$ cat config.mk
export PLATFORM = sky130hd
export DESIGN_NAME = cb_trace_writer
export DESIGN_NICKNAME = d
export VERILOG_FILES = /design/src/rtl/cb_trace_writer_pkg.sv /design/src/rtl/fifo_v3.sv /design/src/rtl/cb_trace_writer.sv
export SDC_FILE = /design/constraint.sdc
export NUM_CORES = 1
export LEC_CHECK = 0
export CAP_MARGIN = 20
export CORE_ASPECT_RATIO = 0.5
export CORE_MARGIN = 2
export CORE_UTILIZATION = 53
export DETAILED_ROUTE_END_ITERATION = 16
export HOLD_SLACK_MARGIN = 0.06
export MAX_ROUTING_LAYER = met4
export PLACE_DENSITY = 0.77
export SYNTH_ARGS = -nofsm -noshare
export SYNTH_HDL_FRONTEND = slang
export SYNTH_HIERARCHICAL = 1
export SYNTH_SLANG_ARGS = --single-unit
export TNS_END_PERCENT = 50
$ cat constraint.sdc
create_clock -name clk_i -period 3.73 [get_ports clk_i]
set_clock_uncertainty 0.05 [all_clocks]
set_input_delay 0.5595 -clock clk_i [delete_from_list [all_inputs] [get_ports clk_i]]
set_output_delay 0.5595 -clock clk_i [all_outputs]
set_load 0.02 [all_outputs]
$ cat src/rtl/cb_trace_writer_pkg.sv
// Shared types for the circular-buffer trace writer.
package cb_trace_writer_pkg;

  typedef enum logic [1:0] {
    IDLE,
    RUN,
    DRAIN
  } state_e;

  localparam int unsigned OutstWidth = 2;

endpackage

$ cat src/rtl/fifo_v3.sv
// Generic synchronous FIFO; 1-cycle push-to-pop latency (0 with FALL_THROUGH).
// Push ignored when full, pop ignored when empty; flush empties in one cycle.
module fifo_v3 #(
  parameter bit          FALL_THROUGH = 1'b0,
  parameter int unsigned DATA_WIDTH   = 32,
  parameter int unsigned DEPTH        = 8,
  parameter int unsigned ADDR_DEPTH   = (DEPTH > 1) ? $clog2(DEPTH) : 1
) (
  input  logic                  clk_i,
  input  logic                  rst_ni,
  input  logic                  flush_i,
  output logic                  full_o,
  output logic                  empty_o,
  output logic [ADDR_DEPTH-1:0] usage_o,
  input  logic [DATA_WIDTH-1:0] data_i,
  input  logic                  push_i,
  output logic [DATA_WIDTH-1:0] data_o,
  input  logic                  pop_i
);

  localparam logic [ADDR_DEPTH-1:0] LastIdx  = ADDR_DEPTH'(DEPTH - 1);
  localparam logic [ADDR_DEPTH:0]   DepthCnt = (ADDR_DEPTH + 1)'(DEPTH);

  logic [ADDR_DEPTH-1:0] rd_q, rd_d, wr_q, wr_d;
  logic [ADDR_DEPTH:0]   cnt_q, cnt_d;
  logic [DATA_WIDTH-1:0] mem_q [DEPTH];
  logic                  mem_we;

  // A full power-of-two FIFO reports usage 0; full_o disambiguates.
  assign usage_o = cnt_q[ADDR_DEPTH-1:0];
  assign full_o  = (cnt_q == DepthCnt);
  assign empty_o = (cnt_q == '0) & ~(FALL_THROUGH & push_i);

  always_comb begin
    rd_d   = rd_q;
    wr_d   = wr_q;
    cnt_d  = cnt_q;
    mem_we = 1'b0;
    data_o = mem_q[rd_q];
    if (push_i && !full_o) begin
      mem_we = 1'b1;
      wr_d   = (wr_q == LastIdx) ? '0 : wr_q + ADDR_DEPTH'(1);
      cnt_d  = cnt_d + (ADDR_DEPTH + 1)'(1);
    end
    if (pop_i && !empty_o) begin
      rd_d  = (rd_q == LastIdx) ? '0 : rd_q + ADDR_DEPTH'(1);
      cnt_d = cnt_d - (ADDR_DEPTH + 1)'(1);
    end
    if (FALL_THROUGH && (cnt_q == '0) && push_i) begin
      data_o = data_i;
      if (pop_i) begin
        cnt_d  = cnt_q;
        rd_d   = rd_q;
        wr_d   = wr_q;
        mem_we = 1'b0;
      end
    end
    if (flush_i) begin
      rd_d   = '0;
      wr_d   = '0;
      cnt_d  = '0;
      mem_we = 1'b0;
    end
  end

  always_ff @(posedge clk_i) begin
    if (!rst_ni) begin
      rd_q  <= '0;
      wr_q  <= '0;
      cnt_q <= '0;
    end else begin
      rd_q  <= rd_d;
      wr_q  <= wr_d;
      cnt_q <= cnt_d;
    end
  end

  always_ff @(posedge clk_i) begin
    if (mem_we) mem_q[wr_q] <= data_i;
  end

endmodule

$ cat src/rtl/cb_trace_writer.sv
// Streams trace words into the circular buffer over TCDM; word to req_o latency 1 cycle.
// data_ready_o drops when the FIFO is full; in stop-when-full mode words are accepted and counted as dropped.
module cb_trace_writer
  import cb_trace_writer_pkg::*;
#(
  parameter int unsigned NumWords  = 4096,
  parameter int unsigned AddrWidth = $clog2(NumWords),
  parameter int unsigned DataWidth = 32,
  parameter int unsigned FifoDepth = 4,
  parameter int unsigned CntWidth  = 16
) (
  input  logic                   clk_i,
  input  logic                   rst_ni,
  input  logic                   enable_i,
  input  logic                   mode_i,
  input  logic                   clear_i,
  input  logic                   data_valid_i,
  input  logic [DataWidth-1:0]   data_i,
  output logic                   data_ready_o,
  output logic                   req_o,
  output logic [AddrWidth-1:0]   add_o,
  output logic                   wen_o,
  output logic [DataWidth-1:0]   wdata_o,
  output logic [DataWidth/8-1:0] be_o,
  input  logic                   gnt_i,
  input  logic                   r_valid_i,
  output logic [AddrWidth-1:0]   wr_ptr_o,
  output logic                   wrapped_o,
  output logic                   full_o,
  output logic [CntWidth-1:0]    dropped_o,
  output logic                   busy_o,
  output logic                   done_o,
  output logic                   err_o
);

  localparam int unsigned          FifoAw   = $clog2(FifoDepth);
  localparam logic [AddrWidth-1:0] LastAddr = AddrWidth'(NumWords - 1);

  state_e                state_q;
  logic                  mode_q, done_q;
  logic [AddrWidth-1:0]  ptr_q, ptr_d;
  logic                  wrapped_q, wrapped_d, full_q, full_d, err_q, err_d;
  logic [CntWidth-1:0]   drop_q, drop_d;
  logic [OutstWidth-1:0] outst_q, outst_d;

  logic                  fifo_full, fifo_empty, accept, push, gnt_ok, do_clear;
  logic [FifoAw-1:0]     fifo_usage;
  logic [DataWidth-1:0]  fifo_head;
  logic [FifoAw:0]       n_drop;
  logic [CntWidth:0]     drop_sum;

  assign do_clear     = (state_q == IDLE) & clear_i;
  assign data_ready_o = (state_q == RUN) & enable_i & (full_q | ~fifo_full);
  assign accept       = data_valid_i & data_ready_o;
  assign push         = accept & ~full_q;
  assign req_o        = ~fifo_empty & ~full_q;
  assign gnt_ok       = req_o & gnt_i;

  assign add_o     = ptr_q;
  assign wdata_o   = req_o ? fifo_head : '0;
  assign wen_o     = req_o;
  assign be_o      = '1;
  assign wr_ptr_o  = ptr_q;
  assign wrapped_o = wrapped_q;
  assign full_o    = full_q;
  assign dropped_o = drop_q;
  assign busy_o    = (state_q != IDLE);
  assign done_o    = done_q;
  assign err_o     = err_q;

  fifo_v3 #(
    .FALL_THROUGH (1'b0),
    .DATA_WIDTH   (DataWidth),
    .DEPTH        (FifoDepth)
  ) i_fifo (
    .clk_i   (clk_i),
    .rst_ni  (rst_ni),
    .flush_i (full_q),
    .full_o  (fifo_full),
    .empty_o (fifo_empty),
    .usage_o (fifo_usage),
    .data_i  (data_i),
    .push_i  (push),
    .data_o  (fifo_head),
    .pop_i   (gnt_ok)
  );

  // Once full, whatever sits in the FIFO plus every newly accepted word is discarded.
  assign n_drop   = full_q ? ({fifo_full, fifo_usage} + (FifoAw + 1)'(accept)) : '0;
  assign drop_sum = {1'b0, drop_q} + (CntWidth + 1)'(n_drop);

  always_comb begin
    ptr_d     = ptr_q;
    wrapped_d = wrapped_q;
    full_d    = full_q;
    err_d     = err_q;
    outst_d   = outst_q;
    drop_d    = drop_sum[CntWidth] ? '1 : drop_sum[CntWidth-1:0];
    if (gnt_ok) begin
      if (ptr_q == LastAddr) begin
        if (mode_q) begin
          full_d = 1'b1;
        end else begin
          ptr_d     = '0;
          wrapped_d = 1'b1;
        end
      end else begin
        ptr_d = ptr_q + AddrWidth'(1);
      end
    end
    if (r_valid_i && (outst_q == '0)) err_d = 1'b1;
    if (gnt_ok && !r_valid_i) begin
      outst_d = outst_q + OutstWidth'(1);
    end else if (r_valid_i && !gnt_ok && (outst_q != '0)) begin
      outst_d = outst_q - OutstWidth'(1);
    end
    if (do_clear) begin
      ptr_d     = '0;
      wrapped_d = 1'b0;
      full_d    = 1'b0;
      drop_d    = '0;
    end
  end

  always_ff @(posedge clk_i) begin
    if (!rst_ni) begin
      ptr_q     <= '0;
      wrapped_q <= 1'b0;
      full_q    <= 1'b0;
      drop_q    <= '0;
      err_q     <= 1'b0;
      outst_q   <= '0;
    end else begin
      ptr_q     <= ptr_d;
      wrapped_q <= wrapped_d;
      full_q    <= full_d;
      drop_q    <= drop_d;
      err_q     <= err_d;
      outst_q   <= outst_d;
    end
  end

  always_ff @(posedge clk_i) begin
    if (!rst_ni) begin
      state_q <= IDLE;
      mode_q  <= 1'b0;
      done_q  <= 1'b0;
    end else begin
      done_q <= 1'b0;
      unique case (state_q)
        IDLE: begin
          if (enable_i) begin
            state_q <= RUN;
            mode_q  <= mode_i;
          end
        end
        RUN: begin
          if (!enable_i) state_q <= DRAIN;
        end
        DRAIN: begin
          // Leave only once the last response has landed, so done_o means all writes are committed.
          if (fifo_empty && (outst_d == '0)) begin
            state_q <= IDLE;
            done_q  <= 1'b1;
          end
        end
        default: state_q <= IDLE;
      endcase
    end
  end

endmodule

==> results of run 1 <==
[cell usage after synthesis, types with 2 or more instances]
library cell	number	area, sq um
nor3_1	8	40.0
edfxtp_1	128	3840
and3b_1	2	17.5
buf_1	4	15.0
nor3b_1	2	15.0
inv_1	15	56.3
nor2_1	27	101
and2_1	42	263
nor4_4	2	42.5
nand4_1	3	18.8
clkbuf_1	6	22.5
nor4b_1	2	17.5
xnor2_1	22	193
nand3_1	14	70.1
xor2_1	2	17.5
mux2i_1	5	50.1
nand2_1	13	48.8
a21oi_1	28	140
nor4_1	2	12.5
and3_1	4	25.0
ha_1	15	188
nand2b_1	2	12.5
nand3b_1	3	22.5
a31oi_1	2	12.5
dfxtp_1	46	921
a21o_1	2	15.0
mux4_2	32	721
buf_4	22	165
nor2b_1	4	25.0
o21ai_0	7	35.0
[sequential cells by signal, summed over array words and instances (netlist names), named ones only]
signal,flops
i_fifo/mem_q,128
dropped_o,16
add_o,12
i_fifo/cnt_q,3
i_fifo/rd_q,2
i_fifo/wr_q,2
outst_q,2
state_q,2
done_o,1
err_o,1
full_o,1
mode_q,1
wrapped_o,1
[cell type report]
type | instances | area [sq um] | share of cell area
Sequential cell | 174 | 4770 | 0.503
Multi-Input combinational cell | 274 | 2400 | 0.253
Timing Repair Buffer | 136 | 1330 | 0.141
Clock buffer | 18 | 429 | 0.0453
Tap cell | 192 | 240 | 0.0254
Clock inverter | 14 | 225 | 0.0238
Inverter | 17 | 76.3 | 0.00806
[how the worst max path moves through the flow]
stage	start	end	slack (ps)	cells after the start
2_1_floorplan	i_fifo/cnt_q[0]$_SDFF_PP0_	dropped_o[12]$_SDFF_PP0_	380	14
3_3_place_gp	enable_i	dropped_o[12]$_SDFF_PP0_	190	13
3_5_place_dp	enable_i	dropped_o[12]$_SDFF_PP0_	140	13
4_1_cts	i_fifo/cnt_q[0]$_SDFF_PP0_	dropped_o[12]$_SDFF_PP0_	390	14
5_1_grt	i_fifo/cnt_q[0]$_SDFF_PP0_	dropped_o[12]$_SDFF_PP0_	90	14
6_report	i_fifo/cnt_q[0]$_SDFF_PP0_	dropped_o[12]$_SDFF_PP0_	410	14
[per-stage QoR]
step	hold WS (ps)	total power, uW	setup WS [ps]	instances
final	418	4610	408	825
after global routing	451	4780	93.9	825
after CTS	425	4650	388	825
after detailed placement	416	2730	139	793
after global placement	388	2720	186	793
after floorplan	422	2490	381	499
[cells by family after synthesis]
group / after synthesis
AOI/OAI and AO/OA: 49
xor gates and xnor gates: 24
and+or+nand+nor: 143
adders and majority gates: 16
other: 1
DFF: 174
muxes: 38
buffers and inverters: 51
[power groups by stage]
stage          Combinational (uW)  Clock, uW  Sequential (uW)
3_3_place_gp                  550          0             2170
3_5_place_dp                  560          0             2170
2_1_floorplan                 328          0             2170
4_1_cts                       563       1960             2120
5_1_grt                       602       2050             2130
6_report                      555       1930             2120
[metal layers]
layer,vias to the layer above,routed length (um)
met5,-,0
met1,2184,6510
li1,2082,-
met3,8,629
met2,105,7130
met4,0,68
[tightest hold or removal path: cells and delay by family (launching register included)]
kind	cells	cell delay [ps]
flops	1	310
compound gates	1	60
buf+inv	1	50
==> results.ini, run 1 <==
[clocking]
cts_tree=yes
ctsResizeCount=0
htree_levels=4
path_clk_slew_ps=70
ctsHoldBuffers=0
clkLatencyLatePin_ps=420
post-cts-setup-buffers=0
cts_buffer_depth=2
numCtsBuffers=17
clock_sinks=174
clockRootBuffer=clkbuf_16

[power]
ir_drop_mv=0.302
pwr-share-seq=0.461
p_leak_uw=0.00314
powerDensity_nw_per_um2=487
clkPwrFrac=0.419
combinationalPowerShare=0.120
p_sw_uw=1090
p_sw_frac=0.236
p_int_uw=3520

[detailed_routing]
drc_errors=0
vias_per_cell=5.31
wl_per_cell_um=17.4
ant_nets=0
routed_wl_um=14300
drtPass1Iterations=5
drt_iter0_markers=309
vias=4379

[layout]
diodes=0
final_util=0.695
most-common-layout-cells=edfxtp_1 (128), clkdlybuf4s50_1 (119), dfxtp_1 (44)
fin_nets=676
layout-drive-gt1-share=0.166
fillerInstances=960
final_common_cell=edfxtp_1
stdcell_area_sq_um=9470
area_delta_synth_final_pct=27.4

[global_route]
antenna_found_initial=0
grt_usage=0.208
grt_pass1_vias=4407
grt_max_degree=35
grt_use_met1=0.266
grt_busiest_layer=met2
grt_pass1_wl_um=22600
grt_util_met2=0.345
grtUsageMet3=0.0452
grt-ovfl-total=0

[hold_path]
hold_path.class=register to register
min_path_cells=2
whs_endpoint=wrapped_o$_SDFFE_PP0P_
holdCritStartpoint=wrapped_o$_SDFFE_PP0P_

[synth]
synth_adder_area_share=0.0279
synth_ff_type=edfxtp_1
syn_area_sq_um=7430
synth-simple-area-share=0.118
synth_top_family_by_area=simple AND/OR/NAND/NOR gates
synthMuxAreaShare=0.106
ys_seq_area_frac=0.641
synth_area_per_cell_sq_um=15.0
yosysWarnings=6
ys_types=60
synth_compound_area_frac=0.0395
netlist_instances=496
synthXorXnorAreaFrac=0.0283
ys_async_sr_fraction=0
synth_seq_cells=174
synth_enable_flop_cells=128

[floorplan]
die-area_sq_um=15000
io-pin-count=124
die_h_um=87.8
placementRows=30
die_width_um=171
core-area_sq_um=13600
start_util=0.546

[timing]
slew_headroom=0.450
drv_slew=0
rsz0062_at_grt=no
max_slew.worst_pin.slew_ps=823
setup_viol=0
max_freq_mhz=301
finalHoldViolations=0
tns_ps=0
layout_min_cycle_time_ps=3320
finalCritPeriodShare=0.891

[job]
cap_violations=0

[critical_path]
critPathRequiredTime_ps=3950
reg2reg_from=i_fifo/cnt_q[0]$_SDFF_PP0_
arrival_ps=3550
slowest_delay_ps=400
path_buf_inv=1
startpoint_type=register
crit_path_top_delay_cell=dfxtp_1
critPathTopFamily=adder cells
cp_cell_sequence=inv_1 -> ha_1 -> and2_1 -> a21oi_1 -> and2_1 -> ha_1 -> and2_1 -> ha_1 -> fa_1 -> a21oi_1 -> nor3_2 -> and3_1 -> xnor2_1 -> a21oi_1
path_max_fanout=6
r2r_cells=14
path_class=register to register
r2r_setup_slack_ps=410
end_kind=register
r2r-end=dropped_o[12]$_SDFF_PP0_

[place]
place_congestion=0.798
place_area_sq_um=8810
numPortBuffers=119
hpwl_um=9420

[run_status]
status=finished clean

No activity file was read; power rests on OpenSTA's default activity.
==> inputs of run 2 (changes only) <==
--- a/config.mk
+++ b/config.mk
@@ -8,11 +8,12 @@
 export CAP_MARGIN = 20
 export CORE_ASPECT_RATIO = 0.5
 export CORE_MARGIN = 2
-export CORE_UTILIZATION = 53
+export CORE_UTILIZATION = 45
 export DETAILED_ROUTE_END_ITERATION = 16
 export HOLD_SLACK_MARGIN = 0.06
 export MAX_ROUTING_LAYER = met4
-export PLACE_DENSITY = 0.77
+export PLACE_DENSITY = 0.66
+export REMOVE_ABC_BUFFERS = 1
 export SYNTH_ARGS = -nofsm -noshare
 export SYNTH_HDL_FRONTEND = slang
 export SYNTH_HIERARCHICAL = 1
==> run 2 against run 1 <==
  * Worst hold slack worse by 7.6 ps
  * Sequential share of layout area up 0.32 points
  * Clock-buffer cell count fell by 1
  * Highest routed layer unchanged
  * Critical path depth unchanged
  * Power is 5.7% lower
  * Global-route usage decreased by 3.3 points
  * Final area shrank 0.63%
==> results.ini, run 2 (synthesis results as in run 1) <==
[critical_path]
path_class=register to register
reg2reg_from=i_fifo/cnt_q[0]$_SDFF_PP0_
end_kind=register
crit_path_top_delay_cell=dfxtp_1
r2r_cells=14  ; unchanged
slowest_delay_ps=410  ; about the same
r2r_setup_slack_ps=370  ; -40 ps
r2r-end=dropped_o[12]$_SDFF_PP0_
arrival_ps=3570  ; +20 ps
critPathTopFamily=adder cells
path_buf_inv=1  ; unchanged
cp_cell_sequence=inv_1 -> ha_1 -> and2_1 -> a21oi_1 -> and2_1 -> ha_1 -> and2_1 -> ha_1 -> fa_1 -> a21oi_1 -> nor3_2 -> and3_1 -> xnor2_1 -> a21oi_1
path_max_fanout=6  ; unchanged
startpoint_type=register
critPathRequiredTime_ps=3940  ; about the same

[clocking]
path_clk_slew_ps=70  ; about the same
clkLatencyLatePin_ps=410  ; about the same
clock_sinks=174  ; unchanged
cts_tree=yes
numCtsBuffers=17  ; unchanged
htree_levels=4  ; unchanged
clockRootBuffer=clkbuf_16
ctsHoldBuffers=0  ; unchanged
cts_buffer_depth=2  ; unchanged

[timing]
finalCritPeriodShare=0.900  ; +0.00967
finalHoldViolations=0  ; unchanged
setup_viol=0  ; unchanged
max_slew.worst_pin.slew_ps=844  ; +20.9 ps
drv_slew=0  ; unchanged
rsz0062_at_grt=no
max_freq_mhz=298  ; -1.1%
tns_ps=0  ; unchanged
layout_min_cycle_time_ps=3360  ; +36.1 ps
slew_headroom=0.436  ; -0.0140

[global_route]
grt_use_met1=0.225  ; -0.0408
grt-ovfl-total=0  ; unchanged
grt_usage=0.175  ; -0.0331
antenna_found_initial=0  ; unchanged
grt_busiest_layer=met2
grtUsageMet3=0.0405  ; -0.00469
grt_pass1_wl_um=22700  ; +0.55%
grt_pass1_vias=4373  ; -0.77%
grt_util_met2=0.284  ; -0.0616
grt_max_degree=35  ; unchanged

[floorplan]
die-area_sq_um=17600  ; +17%
placementRows=33  ; +10%
io-pin-count=124  ; unchanged
start_util=0.457  ; -0.0886
core-area_sq_um=16300  ; +19%
die_h_um=94.9  ; +8.1%
die_width_um=186  ; +8.3%

[power]
p_leak_uw=0.00308  ; -1.9%
p_sw_frac=0.253  ; +0.0171
ir_drop_mv=0.345  ; +14%
combinationalPowerShare=0.128  ; +0.008
p_sw_uw=1100  ; +1.1%
powerDensity_nw_per_um2=462  ; -5.1%
clkPwrFrac=0.384  ; -0.035
pwr-share-seq=0.489  ; +0.028
p_int_uw=3250  ; -7.8%

[job]
cap_violations=0  ; unchanged

[place]
numPortBuffers=119  ; unchanged
place_congestion=0.776  ; -2.7%
hpwl_um=9140  ; -3.0%

[layout]
final_common_cell=edfxtp_1
diodes=0  ; unchanged
layout-drive-gt1-share=0.163  ; -0.00238
fillerInstances=1329  ; +38%
largest-register=i_fifo/mem_q
most-common-layout-cells=edfxtp_1 (128), clkdlybuf4s50_1 (119), dfxtp_1 (44)
multiInputGateArea_sq_um=2400  ; +0.10%
register_area_sq_um=4770  ; unchanged
final_util=0.578  ; -0.117
fin_nets=673  ; -0.44%
largest_register_ffs=128  ; unchanged
area_delta_synth_final_pct=26.6

[hold_path]
holdCritStartpoint=wrapped_o$_SDFFE_PP0P_
hold_path.class=register to register
whs_endpoint=wrapped_o$_SDFFE_PP0P_
min_path_cells=2  ; unchanged

[detailed_routing]
vias_per_cell=5.06  ; -4.7%
ant_nets=0  ; unchanged
routed_wl_um=14300  ; -0.40%
vias=4335  ; -1.0%
drc_errors=0  ; unchanged
wl_per_cell_um=16.7  ; -4.1%
drt_iter0_markers=254  ; -18%
drtPass1Iterations=4  ; -1

[run_status]
status=finished clean

## run 2: layer usage
| metal | share of wire | vias up |
|---|---|---|
| li1 | - | 2071 |
| met1 | 0.47 | 2170 |
| met2 | 0.49 | 92 |
| met3 | 0.039 | 2 |
| met4 | 0.0029 | 0 |
| met5 | 0 | - |
## run 2: metrics by stage
stage | setup slack (ps) | hold slack (ps) | area [sq um] | std cells | power (uW)
after global placement | 130 | 392 | 8850 | 825 | 2720
after floorplan | 362 | 422 | 7230 | 465 | 2470
after detailed placement | 44.1 | 390 | 8850 | 825 | 2730
final | 372 | 411 | 9410 | 857 | 4350
after global routing | 123 | 466 | 9410 | 857 | 4510
after CTS | 260 | 409 | 9410 | 857 | 4390
## run 2: repair_timing
| action | 4_1_cts | 5_1_grt |
|---|---|---|
| buffers inserted | 0 | 0 |
| resized for setup | 0 | 1 |
| endpoints found under the setup margin | 0 | 1 |
## run 2: worst max-delay path by stage
stage                               startpoint                       end  cells after the start
global placement                      enable_i   dropped_o[1]$_SDFF_PP0_                     12
CTS                 i_fifo/cnt_q[0]$_SDFF_PP0_  dropped_o[13]$_SDFF_PP0_                     13
finish              i_fifo/cnt_q[0]$_SDFF_PP0_  dropped_o[12]$_SDFF_PP0_                     14
floorplan           i_fifo/cnt_q[0]$_SDFF_PP0_  dropped_o[12]$_SDFF_PP0_                     14
global route        i_fifo/cnt_q[0]$_SDFF_PP0_  dropped_o[12]$_SDFF_PP0_                     14
detailed placement                    enable_i  dropped_o[13]$_SDFF_PP0_                     12
## run 2: worst reg2reg max path, stage by stage, from the launching register on
cell     delay (ps)
dfxtp_1         410
inv_1            60
ha_1            280
and2_1          220
a21oi_1         220
and2_1          160
ha_1            210
and2_1          160
ha_1            210
fa_1            400
a21oi_1         280
nor3_2          120
and3_1          220
xnor2_1         130
a21oi_1          80
## run 2: power groups by stage
stage	clock (uW)	combinational, uW	sequential [uW]
floorplan	0	301	2170
global placement	0	553	2170
detailed placement	0	560	2170
CTS	1700	563	2130
global route	1780	603	2130
finish	1670	555	2130
## run 2: cell type report
type | instances | area share
Inverter | 17 | 0.00811
Sequential cell | 174 | 0.507
Timing Repair Buffer | 133 | 0.140
Multi-Input combinational cell | 274 | 0.255
Clock inverter | 15 | 0.0141
Tap cell | 227 | 0.0302
Clock buffer | 17 | 0.0452
==> inputs of run 3 (changes only) <==
--- a/config.mk
+++ b/config.mk
@@ -14,6 +14,7 @@
 export MAX_ROUTING_LAYER = met4
 export PLACE_DENSITY = 0.66
 export REMOVE_ABC_BUFFERS = 1
+export SLEW_MARGIN = 30
 export SYNTH_ARGS = -nofsm -noshare
 export SYNTH_HDL_FRONTEND = slang
 export SYNTH_HIERARCHICAL = 1
==> results of run 3 <==
Same layout as run 2: the final DEF is identical, and so are final timing and power.
